$ cat src/rtl/display_pkg.sv
// Shared types and helpers for the multiplexed 7-segment display scanner.
//   conv_state_t : conversion FSM states (IDLE -> SHIFT -> COMMIT -> IDLE)
//   NDIG_DEF     : default digit count
//   BCD_W        : BCD accumulator width for the default digit count
//   max_dec()    : largest value representable in ndig decimal digits
package display_pkg;

    typedef enum logic [1:0] {
        IDLE   = 2'd0,
        SHIFT  = 2'd1,
        COMMIT = 2'd2
    } conv_state_t;

    localparam int NDIG_DEF = 4;
    localparam int BCD_W    = 4 * NDIG_DEF;

    // 10**ndig - 1; loop form keeps it usable in constant expressions
    function automatic int max_dec(input int ndig);
        int r;
        r = 1;
        for (int i = 0; i < ndig; i++) begin
            r = r * 10;
        end
        return r - 1;
    endfunction

endpackage

$ cat src/rtl/display_bin2bcd_seq.sv
// Iterative double-dabble binary-to-BCD converter with its control FSM.
// A load in IDLE captures value; SHIFT runs WIDTH add-3/shift steps; COMMIT
// publishes the result to bcd (or all nines when the value does not fit).
// Ports:
//   clk, reset : clock, asynchronous active-high reset
//   load       : start strobe, honoured only in IDLE
//   value      : binary input, sampled when load is accepted
//   busy       : conversion in progress (registered)
//   overflow   : last accepted value exceeded NDIG decimal digits
//   bcd        : display register, NDIG packed BCD nibbles, digit 0 in [3:0]
module bin2bcd_seq
    import display_pkg::*;
#(
    parameter int WIDTH = 14,
    parameter int NDIG  = 4
) (
    input  logic              clk,
    input  logic              reset,
    input  logic              load,
    input  logic [WIDTH-1:0]  value,
    output logic              busy,
    output logic              overflow,
    output logic [4*NDIG-1:0] bcd
);

    localparam int          BW   = 4 * NDIG;
    localparam int          CW   = $clog2(WIDTH + 1);
    localparam logic [31:0] MAXV = 32'(max_dec(NDIG));

    conv_state_t      state;
    logic [WIDTH-1:0] bin;
    logic [BW-1:0]    acc;
    logic [BW-1:0]    adj;
    logic [CW-1:0]    cnt;
    logic             ovf_cap;

    // Per-nibble add-3 correction applied before every shift
    for (genvar i = 0; i < NDIG; i++) begin : g_adj
        assign adj[4*i +: 4] = (acc[4*i +: 4] >= 4'd5) ? acc[4*i +: 4] + 4'd3
                                                       : acc[4*i +: 4];
    end

    always_ff @(posedge clk or posedge reset) begin
        if (reset) begin
            state    <= IDLE;
            bin      <= '0;
            acc      <= '0;
            cnt      <= '0;
            ovf_cap  <= 1'b0;
            busy     <= 1'b0;
            overflow <= 1'b0;
            bcd      <= '0;
        end else begin
            case (state)
                IDLE: begin
                    if (load) begin
                        bin     <= value;
                        acc     <= '0;
                        cnt     <= '0;
                        // range decision is made on the raw input, not the BCD result
                        ovf_cap <= (32'(value) > MAXV);
                        busy    <= 1'b1;
                        state   <= SHIFT;
                    end
                end
                SHIFT: begin
                    acc <= {adj[BW-2:0], bin[WIDTH-1]};
                    bin <= {bin[WIDTH-2:0], 1'b0};
                    cnt <= cnt + CW'(1);
                    if (cnt == CW'(WIDTH - 1)) begin
                        state <= COMMIT;
                    end
                end
                COMMIT: begin
                    bcd      <= ovf_cap ? {NDIG{4'd9}} : acc;
                    overflow <= ovf_cap;
                    busy     <= 1'b0;
                    state    <= IDLE;
                end
                default: begin
                    busy  <= 1'b0;
                    state <= IDLE;
                end
            endcase
        end
    end

endmodule

$ cat src/rtl/display_scanner.sv
// Multiplexed 7-segment display driver. Converts a loaded binary value to BCD
// and scans the digits one per SCAN_DIV clocks, with optional leading-zero
// blanking done purely through the digit selects.
// Ports:
//   clk, reset : clock, asynchronous active-high reset
//   value      : binary value to display, sampled on an accepted load
//   load       : strobe, accepted only while busy is low
//   busy       : conversion in progress
//   overflow   : last accepted value did not fit in NDIG decimal digits
//   digit      : BCD digit of the selected position, to the segment decoder
//   digit_sel  : active-low one-hot digit common enable (all ones = dark)
module display_scanner
    import display_pkg::*;
#(
    parameter int WIDTH    = 14,
    parameter int NDIG     = 4,
    parameter int SCAN_DIV = 50000,
    parameter int BLANK_LZ = 1
) (
    input  logic             clk,
    input  logic             reset,
    input  logic [WIDTH-1:0] value,
    input  logic             load,
    output logic             busy,
    output logic             overflow,
    output logic [3:0]       digit,
    output logic [NDIG-1:0]  digit_sel
);

    localparam int BW = 4 * NDIG;
    localparam int PW = $clog2(SCAN_DIV);
    localparam int IW = (NDIG > 1) ? $clog2(NDIG) : 1;

    logic [BW-1:0]          bcd;
    logic [NDIG-1:0][3:0]   nib;
    logic [NDIG-1:0]        blank;
    logic [PW-1:0]          pre;
    logic [IW-1:0]          idx;
    logic [3:0]             digit_nxt;
    logic [NDIG-1:0]        sel_nxt;

    bin2bcd_seq #(
        .WIDTH (WIDTH),
        .NDIG  (NDIG)
    ) u_conv (
        .clk      (clk),
        .reset    (reset),
        .load     (load),
        .value    (value),
        .busy     (busy),
        .overflow (overflow),
        .bcd      (bcd)
    );

    assign nib = bcd;

    // Position i is a leading zero when it and every more significant nibble
    // are zero; the rightmost position always shows.
    for (genvar i = 0; i < NDIG; i++) begin : g_blank
        if (i == 0) begin : g_lsd
            assign blank[i] = 1'b0;
        end else begin : g_upper
            assign blank[i] = (BLANK_LZ != 0) && (bcd[BW-1:4*i] == '0);
        end
    end

    // Scan prescaler and digit index
    always_ff @(posedge clk or posedge reset) begin
        if (reset) begin
            pre <= '0;
            idx <= '0;
        end else if (pre == PW'(SCAN_DIV - 1)) begin
            pre <= '0;
            idx <= (idx == IW'(NDIG - 1)) ? '0 : idx + IW'(1);
        end else begin
            pre <= pre + PW'(1);
        end
    end

    always_comb begin
        sel_nxt   = '1;
        digit_nxt = 4'd0;
        if (!blank[idx]) begin
            sel_nxt   = ~(NDIG'(1) << idx);
            digit_nxt = nib[idx];
        end
    end

    // Select and digit come from the same index and display register and are
    // registered together, so a select is never paired with another slot's digit.
    always_ff @(posedge clk or posedge reset) begin
        if (reset) begin
            digit     <= 4'd0;
            digit_sel <= '1;
        end else begin
            digit     <= digit_nxt;
            digit_sel <= sel_nxt;
        end
    end

endmodule

$ cat config.mk
export PLATFORM = sky130hd
export DESIGN_NAME = display_scanner
export DESIGN_NICKNAME = d
export VERILOG_FILES = /design/src/rtl/display_pkg.sv /design/src/rtl/display_bin2bcd_seq.sv /design/src/rtl/display_scanner.sv
export SDC_FILE = /design/constraint.sdc
export NUM_CORES = 1
export LEC_CHECK = 0
export ABC_AREA = 1
export BUFFER_PORTS_ARGS = -buffer_cell sky130_fd_sc_hd__buf_2
export CAP_MARGIN = 20
export CORE_MARGIN = 2
export CORE_UTILIZATION = 58
export CTS_BUF_LIST = sky130_fd_sc_hd__clkbuf_16
export DETAILED_ROUTE_END_ITERATION = 12
export PLACE_DENSITY = 0.89
export SYNTH_ARGS = -nofsm -noshare
export SYNTH_HDL_FRONTEND = slang
export SYNTH_SLANG_ARGS = --single-unit
$ cat constraint.sdc
create_clock -name clk -period 6.9 [get_ports clk]
set_clock_uncertainty 0.05 [all_clocks]
set_input_delay 0.69 -clock clk [delete_from_list [all_inputs] [get_ports clk]]
set_output_delay 0.69 -clock clk [all_outputs]
set_load 0.02 [all_outputs]
==> impl_table.tex, run 1 <==
\begin{tabular}{lr}
\hline
Metric & Value \\
\hline
\multicolumn{2}{l}{\textbf{Status}} \\
Status & completed \\
\multicolumn{2}{l}{\textbf{Place}} \\
Number of buffer cells added on primary ports & 26 \\
Worst Setup Slack post-DPL & 4.96 ns \\
Gpl congestion & 0.858 \\
Detail Placement HPWL & 5.67 mm \\
Total cell area at the placement stage & 0.00414 mm2 \\
Post-placement cell count & 559 \\
\multicolumn{2}{l}{\textbf{Routing}} \\
DRC & 0 \\
Via Count & 3193 \\
DRT Pass-1 Iters & 5 \\
Detailed Route WL & 8.32 mm \\
Number of routed nets with antenna violations & 0 \\
Detail-routed via count per cell & 5.54 \\
Average routed wire per standard cell & 14.5 um \\
Number of violations reported at the end of detailed-routing iteration 0 & 239 \\
\multicolumn{2}{l}{\textbf{Power}} \\
Cell area power density & 373 mW/mm2 \\
Pleak & 2.22 nW \\
Tot Pwr & 1.65 mW \\
Peak supply drop & 238 uV \\
\multicolumn{2}{l}{\textbf{Clock network}} \\
Clock slew at reported path FFs & 0.06 ns \\
Number of sinks driven by the clock tree & 81 \\
Post-CTS Hold Fix Bufs & 0 \\
Clock root buffer & clkbuf\_16 \\
CTS HTree Levels & 3 \\
Clk\_lat worst skew & 0.33 ns \\
Post-cts repair resize count & 0 \\
Number of setup buffers added after CTS & 0 \\
Clock tree from TritonCTS & built \\
Maximum clock path buffer count & 2 \\
Number of buffers inserted during clock tree synthesis & 9 \\
\multicolumn{2}{l}{\textbf{Final layout}} \\
Final net count & 523 \\
Design Area, Final & 0.00442 mm2 \\
Highest-count cells in the layout ignoring fill and taps & 95 x nand2\_1, 77 x dfrtp\_1, 73 x inv\_1, 49 x nor2\_1, 28 x o21ai\_0 \\
Count of inserted antenna diode cells & 0 \\
Synth-to-Final Area Change & 11.1\% \\
Final non-filler cell total & 576 \\
Ratio of cells with drive above 1 in the final layout & 12.7\% \\
Leading cell type in the layout, fill and taps excluded & nand2\_1 \\
Utilization after layout & 65.7\% \\
\multicolumn{2}{l}{\textbf{GRT}} \\
Number of antenna violations at the first check in global routing & 0 \\
First-pass GRT wire length & 14.5 mm \\
Maximum number of pins on one net before global-route repair & 82 \\
Overflow after GRT & 0 \\
Overall global routing resource usage & 24.7\% \\
Via count of the first global-routing pass & 3239 \\
\multicolumn{2}{l}{\textbf{Setup path}} \\
Crit Path Max Fanout & 23 \\
Startpoint Class & register \\
Critical path type & register to register \\
Crit. End Element & register \\
Crit path arrival time & 2.16 ns \\
Data required time at the worst endpoint & 7.07 ns \\
\multicolumn{2}{l}{\textbf{Timing}} \\
Endpoints failing hold & 0 \\
Sum of negative setup slack & 0 ns \\
Period Utilization, post-route & 28.9\% \\
Post-route worst hold slack & 0.260 ns \\
Worst-case setup margin in the final layout & 4.91 ns \\
Setup-violating endpoint count in the final report & 0 \\
Worst-margin pin slew & 0.496 ns \\
Minimum clock period after layout & 1.99 ns \\
Worst slew margin relative to its limit & 66.8\% \\
Unrepaired setup endpoints after global routing & no \\
Maximum clock rate & 502 MHz \\
Slew Limit Fails & 0 \\
\multicolumn{2}{l}{\textbf{Logic synthesis}} \\
Register area share after synthesis & 51.1\% \\
Mapped Area & 0.00398 mm2 \\
Yosys warning total & 0 \\
Flops \& latches, synth & 81 \\
Cell types with the largest area share after synthesis & dfrtp\_1 48\%, nand2\_1 9.0\%, inv\_1 6.5\% \\
Library cell occupying the most area in the post-synthesis netlist & dfrtp\_1 \\
Post-Syn Area per Cell & 8.64 um2 \\
Share of the synthesized area in the top cell type & 48.5\% \\
Net count of the mapped netlist & 492 \\
Number of instances in the synthesized netlist & 460 \\
Unique masters post-synth & 32 \\
\multicolumn{2}{l}{\textbf{Hold path}} \\
Hold Path Class & primary input to asynchronous set/reset pin \\
\multicolumn{2}{l}{\textbf{Floorplanning}} \\
Die width & 86.8 um \\
IO Count & 27 \\
Effective utilization at floorplan & 59.2\% \\
Standard-cell rows & 30 \\
Core ar. & 0.00672 mm2 \\
Chip Height & 86.8 um \\
DIE AREA & 0.00753 mm2 \\
\multicolumn{2}{l}{\textbf{Run}} \\
Max-cap violation count & 0 \\
\hline
\end{tabular}
report_power, final:
part           internal [mW]  switching [mW]  leakage [nW]  total (mW)
logic                  0.188           0.355          1.09       0.543
registers              0.608          0.0917         0.996       0.699
clock network          0.234           0.173         0.141       0.407
total                   1.03           0.619          2.22        1.65
layer usage:
| metal | track usage, % | vias to the layer above | wire [um] |
|---|---|---|---|
| met1 | 30.1 | 1538 | 3510 |
| met4 | 8.52 | 0 | 129 |
| met2 | 42.8 | 94 | 4360 |
| met3 | 5.71 | 13 | 326 |
| li1 | - | 1548 | - |
| met5 | 0 | - | 0 |
kinds of logic after synthesis:
logic type               count (synthesis)  synth area share (%)
AO/OA/AOI/OAI                           86                  13.0
XOR/XNOR                                 9                  1.98
adder cells (fa/ha/maj)                 15                  4.72
buffers and inverters                   84                  9.10
flip-flops                              81                  51.1
AND/OR/NAND/NOR                        185                  20.1
worst paths after layout:
path,startpoint,endpoint,slack (ns),cells after the start
worst min register to register,u_conv.busy$_DFFE_PP0P_,u_conv.busy$_DFFE_PP0P_,0.44,2
worst min-delay path,reset,u_conv.bin[9]$_DFFE_PP0P_,0.26,3
min in group clk,u_conv.busy$_DFFE_PP0P_,u_conv.busy$_DFFE_PP0P_,0.44,2
worst max-delay path,u_conv.state[0]$_DFFE_PP0P_,u_conv.bin[0]$_DFFE_PP0P_,4.91,6
max in group asynchronous,reset,digit_sel[1]$_DFF_PP1_,5.94,4
worst max register to register,u_conv.state[0]$_DFFE_PP0P_,u_conv.bin[0]$_DFFE_PP0P_,4.91,6
flip-flops by register name (all words and copies together) (netlist names):
register / count
u_conv.overflow: 1
digit_sel: 4
pre: 16
u_conv.state: 2
idx: 2
u_conv.ovf_cap: 1
u_conv.cnt: 4
digit: 4
u_conv.bcd: 16
u_conv.acc: 16
u_conv.bin: 14
u_conv.busy: 1
area by class of cell:
| class | count | area [um2] |
|---|---|---|
| Timing Repair Buffer | 28 | 165 |
| Fill cell | 557 | 2300 |
| Inverter | 76 | 285 |
| Sequential cell | 81 | 2030 |
| Tap cell | 80 | 100 |
| Clock inverter | 7 | 26.3 |
| Clock buffer | 9 | 225 |
| Multi-Input combinational cell | 295 | 1580 |
critical path, cell delays in order (launching register included):
cell and delay, ns:
dfrtp_1 0.42, inv_2 0.08, nor2_4 0.39, inv_2 0.27
nand2_4 0.29, inv_2 0.17, a22o_1 0.20
synthesized netlist by cell type (all sizes together):
library cell  instances
o21ai                37
nand4                 5
buf                   8
inv                  75
ha                   15
nor3                  3
a21oi                17
dfrtp                77
or2                   1
nand3b                1
nand3                19
o22ai                13
o221ai                8
clkinv                1
xor2                  9
dfstp                 4
a22oi                 5
o211ai                4
o31ai                 1
nand2               103
a22o                  1
nor2                 53
Power figures use the tool's default switching activity.
==> inputs of run 2 (changes only) <==
- clock period: 6.9 -> 2 ns (I/O delays scaled with it)
==> impl_table.tex, run 2 (same netlist as run 1, synthesis figures left out) <==
\begin{tabular}{lr}
\hline
Metric & Value \\
\hline
\multicolumn{2}{l}{\textbf{Timing}} \\
Unrepaired setup endpoints after global routing & no \\
Endpoints failing hold & 0 (unchanged) \\
Period Utilization, post-route & 76.8\% (+48 points) \\
Worst-margin pin slew & 0.622 ns (+0.125 ns) \\
Maximum clock rate & 651 MHz (+30\%) \\
Post-route worst hold slack & 0.0374 ns (-0.223 ns) \\
Setup-violating endpoint count in the final report & 0 (unchanged) \\
Slew Limit Fails & 0 (unchanged) \\
Worst slew margin relative to its limit & 58.5\% (-8.4 points) \\
Sum of negative setup slack & 0 ns (unchanged) \\
Minimum clock period after layout & 1.54 ns (-0.455 ns) \\
\multicolumn{2}{l}{\textbf{Setup path}} \\
Crit Path Max Fanout & 13 (-43\%) \\
Launch point of the worst path & idx[0]\$\_DFFE\_PP0N\_ \\
CP peak stage delay & 0.55 ns (+0.13 ns) \\
Origin of the critical flop-to-flop path & idx[0]\$\_DFFE\_PP0N\_ \\
Crit path arrival time & 1.71 ns (-0.45 ns) \\
Cell class contributing the biggest share of worst-path delay & flip-flops \\
Crit. End Element & register \\
Startpoint Class & register \\
Data required time at the worst endpoint & 2.17 ns (-4.90 ns) \\
Cell with the largest stage delay on the worst path & dfrtp\_1 \\
Number of buffer and inverter stages on the critical path & 2 (-1) \\
Crit-path cells & clkinv\_1 > ha\_1 > inv\_1 > o21ai\_1 \\
Critical path type & register to register \\
\multicolumn{2}{l}{\textbf{Final layout}} \\
Largest registers & pre (16), u\_conv.acc (16), u\_conv.bcd (16) \\
Ratio of cells with drive above 1 in the final layout & 13.8\% (+1.1 points) \\
Final net count & 528 (+0.96\%) \\
Number of filler cells placed in the layout & 518 (-7.0\%) \\
Area used by multi-input combinational logic & 0.00158 mm2 (unchanged) \\
Highest-count cells in the layout ignoring fill and taps & 95 x nand2\_1, 77 x dfrtp\_1, 71 x inv\_1, 49 x nor2\_1, 28 x o21ai\_0 \\
Final non-filler cell total & 581 (+0.87\%) \\
Count of inserted antenna diode cells & 0 (unchanged) \\
Sequential Area & 0.00203 mm2 (unchanged) \\
Synth-to-Final Area Change & 13.3\% \\
Utilization after layout & 67.0\% (+1.3 points) \\
Leading cell type in the layout, fill and taps excluded & nand2\_1 \\
\multicolumn{2}{l}{\textbf{Routing}} \\
Number of routed nets with antenna violations & 0 (unchanged) \\
Detailed Route WL & 7.84 mm (-5.8\%) \\
DRC & 0 (unchanged) \\
Via Count & 3152 (-1.3\%) \\
Number of violations reported at the end of detailed-routing iteration 0 & 207 (-13\%) \\
Average routed wire per standard cell & 13.5 um (-6.6\%) \\
DRT Pass-1 Iters & 4 (-1) \\
Detail-routed via count per cell & 5.43 (-2.1\%) \\
\multicolumn{2}{l}{\textbf{Clock network}} \\
Number of sinks driven by the clock tree & 81 (unchanged) \\
Clock tree from TritonCTS & built \\
Clock slew at reported path FFs & 0.06 ns (about the same) \\
Post-cts repair resize count & 0 (unchanged) \\
Clk\_lat worst skew & 0.33 ns (about the same) \\
CTS HTree Levels & 3 (unchanged) \\
Clock root buffer & clkbuf\_16 \\
Number of buffers inserted during clock tree synthesis & 9 (unchanged) \\
Maximum clock path buffer count & 2 (unchanged) \\
Post-CTS Hold Fix Bufs & 1 (+1) \\
Number of setup buffers added after CTS & 0 (unchanged) \\
\multicolumn{2}{l}{\textbf{GRT}} \\
Via count of the first global-routing pass & 3132 (-3.3\%) \\
First-pass GRT wire length & 14.1 mm (-3.1\%) \\
Number of antenna violations at the first check in global routing & 0 (unchanged) \\
Overall global routing resource usage & 23.7\% (-0.98 points) \\
Maximum number of pins on one net before global-route repair & 28 (-66\%) \\
Overflow after GRT & 0 (unchanged) \\
\multicolumn{2}{l}{\textbf{Power}} \\
Pleak & 2.26 nW (+1.5\%) \\
Peak supply drop & 825 uV (+250\%) \\
Cell area power density & 1310 mW/mm2 (+250\%) \\
\multicolumn{2}{l}{\textbf{Floorplanning}} \\
IO Count & 27 (unchanged) \\
Effective utilization at floorplan & 59.2\% (unchanged) \\
Die width & 86.8 um (unchanged) \\
Core ar. & 0.00672 mm2 (unchanged) \\
DIE AREA & 0.00753 mm2 (unchanged) \\
Standard-cell rows & 30 (unchanged) \\
Chip Height & 86.8 um (unchanged) \\
\multicolumn{2}{l}{\textbf{Hold path}} \\
Worst hold path startpoint & value[2] \\
Hold Path Class & primary input to register \\
\multicolumn{2}{l}{\textbf{Run}} \\
Max-cap violation count & 0 (unchanged) \\
\multicolumn{2}{l}{\textbf{Status}} \\
Status & completed \\
\multicolumn{2}{l}{\textbf{Place}} \\
Number of buffer cells added on primary ports & 26 (unchanged) \\
Gpl congestion & 0.862 (+0.47\%) \\
Detail Placement HPWL & 5.49 mm (-3.2\%) \\
Post-placement cell count & 564 (+0.89\%) \\
\hline
\end{tabular}
-- run 2: cell count changes in the layout (fill, tap and decap cells not counted), sizes merged --
cell / change
buf: +4
inv: -3
bufinv: +2
clkinvlp: +1
dlygate4sd3: +1
-- run 2: path summary, 6_finish.rpt --
kind | to | slack (ns) | depth (start not counted)
max in group asynchronous | digit_sel[0]$_DFF_PP1_ | 0.81 | 4
hold reg to reg | pre[0]$_DFF_PP0_ | 0.43 | 1
hold / removal | u_conv.bin[2]$_DFFE_PP0P_ | 0.04 | 3
setup reg to reg | idx[1]$_DFFE_PP0N_ | 0.46 | 4
setup / recovery | idx[1]$_DFFE_PP0N_ | 0.46 | 4
min in group asynchronous | pre[4]$_DFF_PP0_ | 0.44 | 3
-- run 2: through the flow --
stage	worst slack [ns]	instance area [um2]	power, mW
final	0.463	4500	5.92
after global placement	0.582	4190	4.10
after floorplan	0.678	3980	3.83
after global routing	0.310	4500	6.37
after CTS	0.481	4500	5.94
after detailed placement	0.500	4190	4.24
-- run 2: metal layers --
metal / part of all wire [%] / track usage, %
met2: 49 / 40.2
met1: 45 / 30.4
met4: 1.4 / 7.81
met5: 0 / 0
met3: 4.4 / 4.67
-- run 2: power by group --
part,internal [mW],switching (mW)
Clock,1.07,0.617
Sequential,2.10,0.294
Combinational,0.678,1.16
Total,3.84,2.07
-- run 2: area by class of cell --
cell class,instances,area share (%)
Timing Repair Buffer,33,4.39
Multi-Input combinational cell,295,35.1
Tap cell,80,2.22
Clock inverter,7,1.75
Clock buffer,9,5.00
Inverter,76,6.42
Sequential cell,81,45.1
-- run 2: tightest hold or removal path, delay by kind of cell --
| family | cells | cell delay [ns] |
|---|---|---|
| compound gates | 1 | 0.06 |
| buf+inv | 1 | 0.08 |
| simple gates | 1 | 0.04 |
==> inputs of run 3 (changes only) <==
- CORE_UTILIZATION: 58 -> 54
- PLACE_DENSITY: 0.89 -> 0.87
- clock period: 2 -> 1.3 ns (I/O delays scaled with it)
==> impl_table.tex, run 3 (same netlist as run 1, synthesis figures left out) <==
\begin{tabular}{lr}
\hline
Metric & Value \\
\hline
\multicolumn{2}{l}{\textbf{Clock network}} \\
Clock root buffer & clkbuf\_16 \\
Clock tree from TritonCTS & built \\
Clock slew at reported path FFs & 0.05 ns (about the same) \\
Clk\_lat worst skew & 0.34 ns (about the same) \\
Number of sinks driven by the clock tree & 81 (unchanged) \\
Number of buffers inserted during clock tree synthesis & 9 (unchanged) \\
CTS HTree Levels & 3 (unchanged) \\
Maximum clock path buffer count & 2 (unchanged) \\
\multicolumn{2}{l}{\textbf{Setup path}} \\
Crit Path Max Fanout & 5 (-8) \\
Cell class contributing the biggest share of worst-path delay & flip-flops \\
Cell with the largest stage delay on the worst path & dfrtp\_1 \\
CP peak stage delay & 0.41 ns (-0.14 ns) \\
Startpoint Class & register \\
Critical path depth & 8 (+4) \\
Crit path arrival time & 1.54 ns (-0.17 ns) \\
Data required time at the worst endpoint & 1.52 ns (-0.65 ns) \\
Number of buffer and inverter stages on the critical path & 2 (unchanged) \\
Crit. End Element & register \\
Depth of the most critical reg-to-reg path & 8 (+4) \\
Critical path type & register to register \\
Most repeated library cell on the critical path & inv\_2 \\
Crit-path cells & inv\_2 > ha\_4 > inv\_2 > nand2\_2 > nand3\_4 > a21oi\_2 > o21ai\_2 > nand2\_1 \\
\multicolumn{2}{l}{\textbf{Floorplanning}} \\
Die width & 89.8 um (+3.5\%) \\
Standard-cell rows & 31 (+3.3\%) \\
Effective utilization at floorplan & 55.4\% (-3.8 points) \\
DIE AREA & 0.00806 mm2 (+7.1\%) \\
Chip Height & 89.8 um (+3.5\%) \\
Core ar. & 0.00718 mm2 (+6.8\%) \\
IO Count & 27 (unchanged) \\
\multicolumn{2}{l}{\textbf{Timing}} \\
Period Utilization, post-route & 102\% (+25 points) \\
Slew Limit Fails & 0 (unchanged) \\
Endpoints failing hold & 0 (unchanged) \\
Maximum clock rate & 758 MHz (+16\%) \\
Worst slew margin relative to its limit & 82.2\% (+24 points) \\
Setup-violating endpoint count in the final report & 3 (+3) \\
Worst-case setup margin in the final layout & -0.0199 ns (-0.483 ns) \\
Unrepaired setup endpoints after global routing & yes \\
Worst-margin pin slew & 0.265 ns (-0.357 ns) \\
Minimum clock period after layout & 1.32 ns (-0.217 ns) \\
\multicolumn{2}{l}{\textbf{Power}} \\
Cell area power density & 1990 mW/mm2 (+51\%) \\
Pleak & 2.46 nW (+9.2\%) \\
Tot Pwr & 10.1 mW (+71\%) \\
Peak supply drop & 1370 uV (+66\%) \\
\multicolumn{2}{l}{\textbf{Final layout}} \\
Ratio of cells with drive above 1 in the final layout & 29.0\% (+15 points) \\
Final net count & 569 (+7.8\%) \\
Utilization after layout & 70.8\% (+3.8 points) \\
Count of inserted antenna diode cells & 0 (unchanged) \\
Largest registers & pre (16), u\_conv.acc (16), u\_conv.bcd (16) \\
Synth-to-Final Area Change & 27.9\% \\
Number of filler cells placed in the layout & 489 (-5.6\%) \\
Leading cell type in the layout, fill and taps excluded & nand2\_1 \\
Highest-count cells in the layout ignoring fill and taps & 86 x nand2\_1, 73 x dfrtp\_1, 57 x inv\_1, 36 x nor2\_1, 32 x buf\_4 \\
Final non-filler cell total & 640 (+10\%) \\
\multicolumn{2}{l}{\textbf{GRT}} \\
Overall global routing resource usage & 23.0\% (-0.68 points) \\
Maximum number of pins on one net before global-route repair & 40 (+43\%) \\
Via count of the first global-routing pass & 3433 (+9.6\%) \\
First-pass GRT wire length & 14.9 mm (+6.1\%) \\
Overflow after GRT & 0 (unchanged) \\
Number of antenna violations at the first check in global routing & 0 (unchanged) \\
\multicolumn{2}{l}{\textbf{Routing}} \\
Number of routed nets with antenna violations & 0 (unchanged) \\
Via Count & 3477 (+10\%) \\
Number of violations reported at the end of detailed-routing iteration 0 & 230 (+11\%) \\
Average routed wire per standard cell & 14.5 um (+7.7\%) \\
Detailed Route WL & 9.30 mm (+19\%) \\
Detail-routed via count per cell & 5.43 (+0.14\%) \\
DRC & 0 (unchanged) \\
DRT Pass-1 Iters & 5 (+1) \\
\multicolumn{2}{l}{\textbf{Hold path}} \\
WHS Path Cells & 3 (unchanged) \\
Hold Path Class & primary input to register \\
\multicolumn{2}{l}{\textbf{Place}} \\
Worst Setup Slack post-DPL & -0.120 ns (-0.619 ns) \\
Number of buffer cells added on primary ports & 26 (unchanged) \\
Detail Placement HPWL & 6.01 mm (+9.5\%) \\
Post-placement cell count & 602 (+6.7\%) \\
Gpl congestion & 0.903 (+4.8\%) \\
\multicolumn{2}{l}{\textbf{Status}} \\
Violated checks & negative setup slack \\
Status & finished with violations \\
\multicolumn{2}{l}{\textbf{Run}} \\
Max-cap violation count & 0 (unchanged) \\
\hline
\end{tabular}
[run 3: layer usage]
| metal | vias to the layer above | global-route usage [%] | part of all wire, % |
|---|---|---|---|
| met2 | 124 | 38.0 | 52 |
| met3 | 30 | 4.78 | 4.7 |
| met5 | - | 0 | 0 |
| met4 | 0 | 15.9 | 3.7 |
| met1 | 1677 | 27.1 | 40 |
| li1 | 1646 | - | - |
[run 3: worst paths after layout]
| kind | from | slack, ns | end |
|---|---|---|---|
| min reg2reg | u_conv.bin[12]$_DFFE_PP0P_ | 0.44 | u_conv.bin[12]$_DFFE_PP0P_ |
| max reg2reg | u_conv.acc[9]$_DFFE_PP0P_ | -0.02 | u_conv.acc[10]$_DFFE_PP0P_ |
| max | u_conv.acc[9]$_DFFE_PP0P_ | -0.02 | u_conv.acc[10]$_DFFE_PP0P_ |
| min | value[7] | 0.01 | u_conv.bin[7]$_DFFE_PP0P_ |
| max in group asynchronous | reset | 0.46 | digit_sel[2]$_DFF_PP1_ |
| min in group asynchronous | reset | 0.23 | pre[12]$_DFF_PP0_ |
[run 3: layout make-up]
cell class              instances  area (um2)  share of cell area (%)
repair buffers                 74         566                    11.1
clock buffers                   9         225                    4.43
flip-flops and latches         81        2040                    40.1
clock inverters                 6        53.8                    1.06
inverters                      76         294                    5.78
well taps                      99         124                    2.44
multi-input cells             295        1780                    35.1
[run 3: power breakdown]
group / switching [mW] / total (mW) / internal, mW
Clock: 0.947 / 2.40 / 1.45
Sequential: 0.478 / 3.71 / 3.23
Combinational: 2.31 / 3.99 / 1.68
[run 3: worst min-delay path, stage by stage]
cell and delay, ns:
buf_2 0.09, nand2_1 0.06, o211ai_1 0.08
[run 3: timing repair]
action,4_1_cts,5_1_grt
endpoints found under the setup margin,18,59
setup buffers,2,9
pin swaps,4,17
cloned,0,0
resized for setup,22,60
hold endpoints to repair,88,0
hold buffers,12,0
[run 3: metrics by stage]
| step | instance area [um2] | setup TNS, ns | hold WS, ns |
|---|---|---|---|
| 3_3_place_gp | 4370 | -0.0253 | 0.0357 |
| 2_1_floorplan | 3980 | 0 | 0.207 |
| 5_1_grt | 5080 | -0.958 | 0.0263 |
| 6_report | 5080 | -0.0416 | 0.0140 |
| 3_5_place_dp | 4370 | -0.728 | 0.0351 |
| 4_1_cts | 4830 | -0.00235 | 0.0108 |
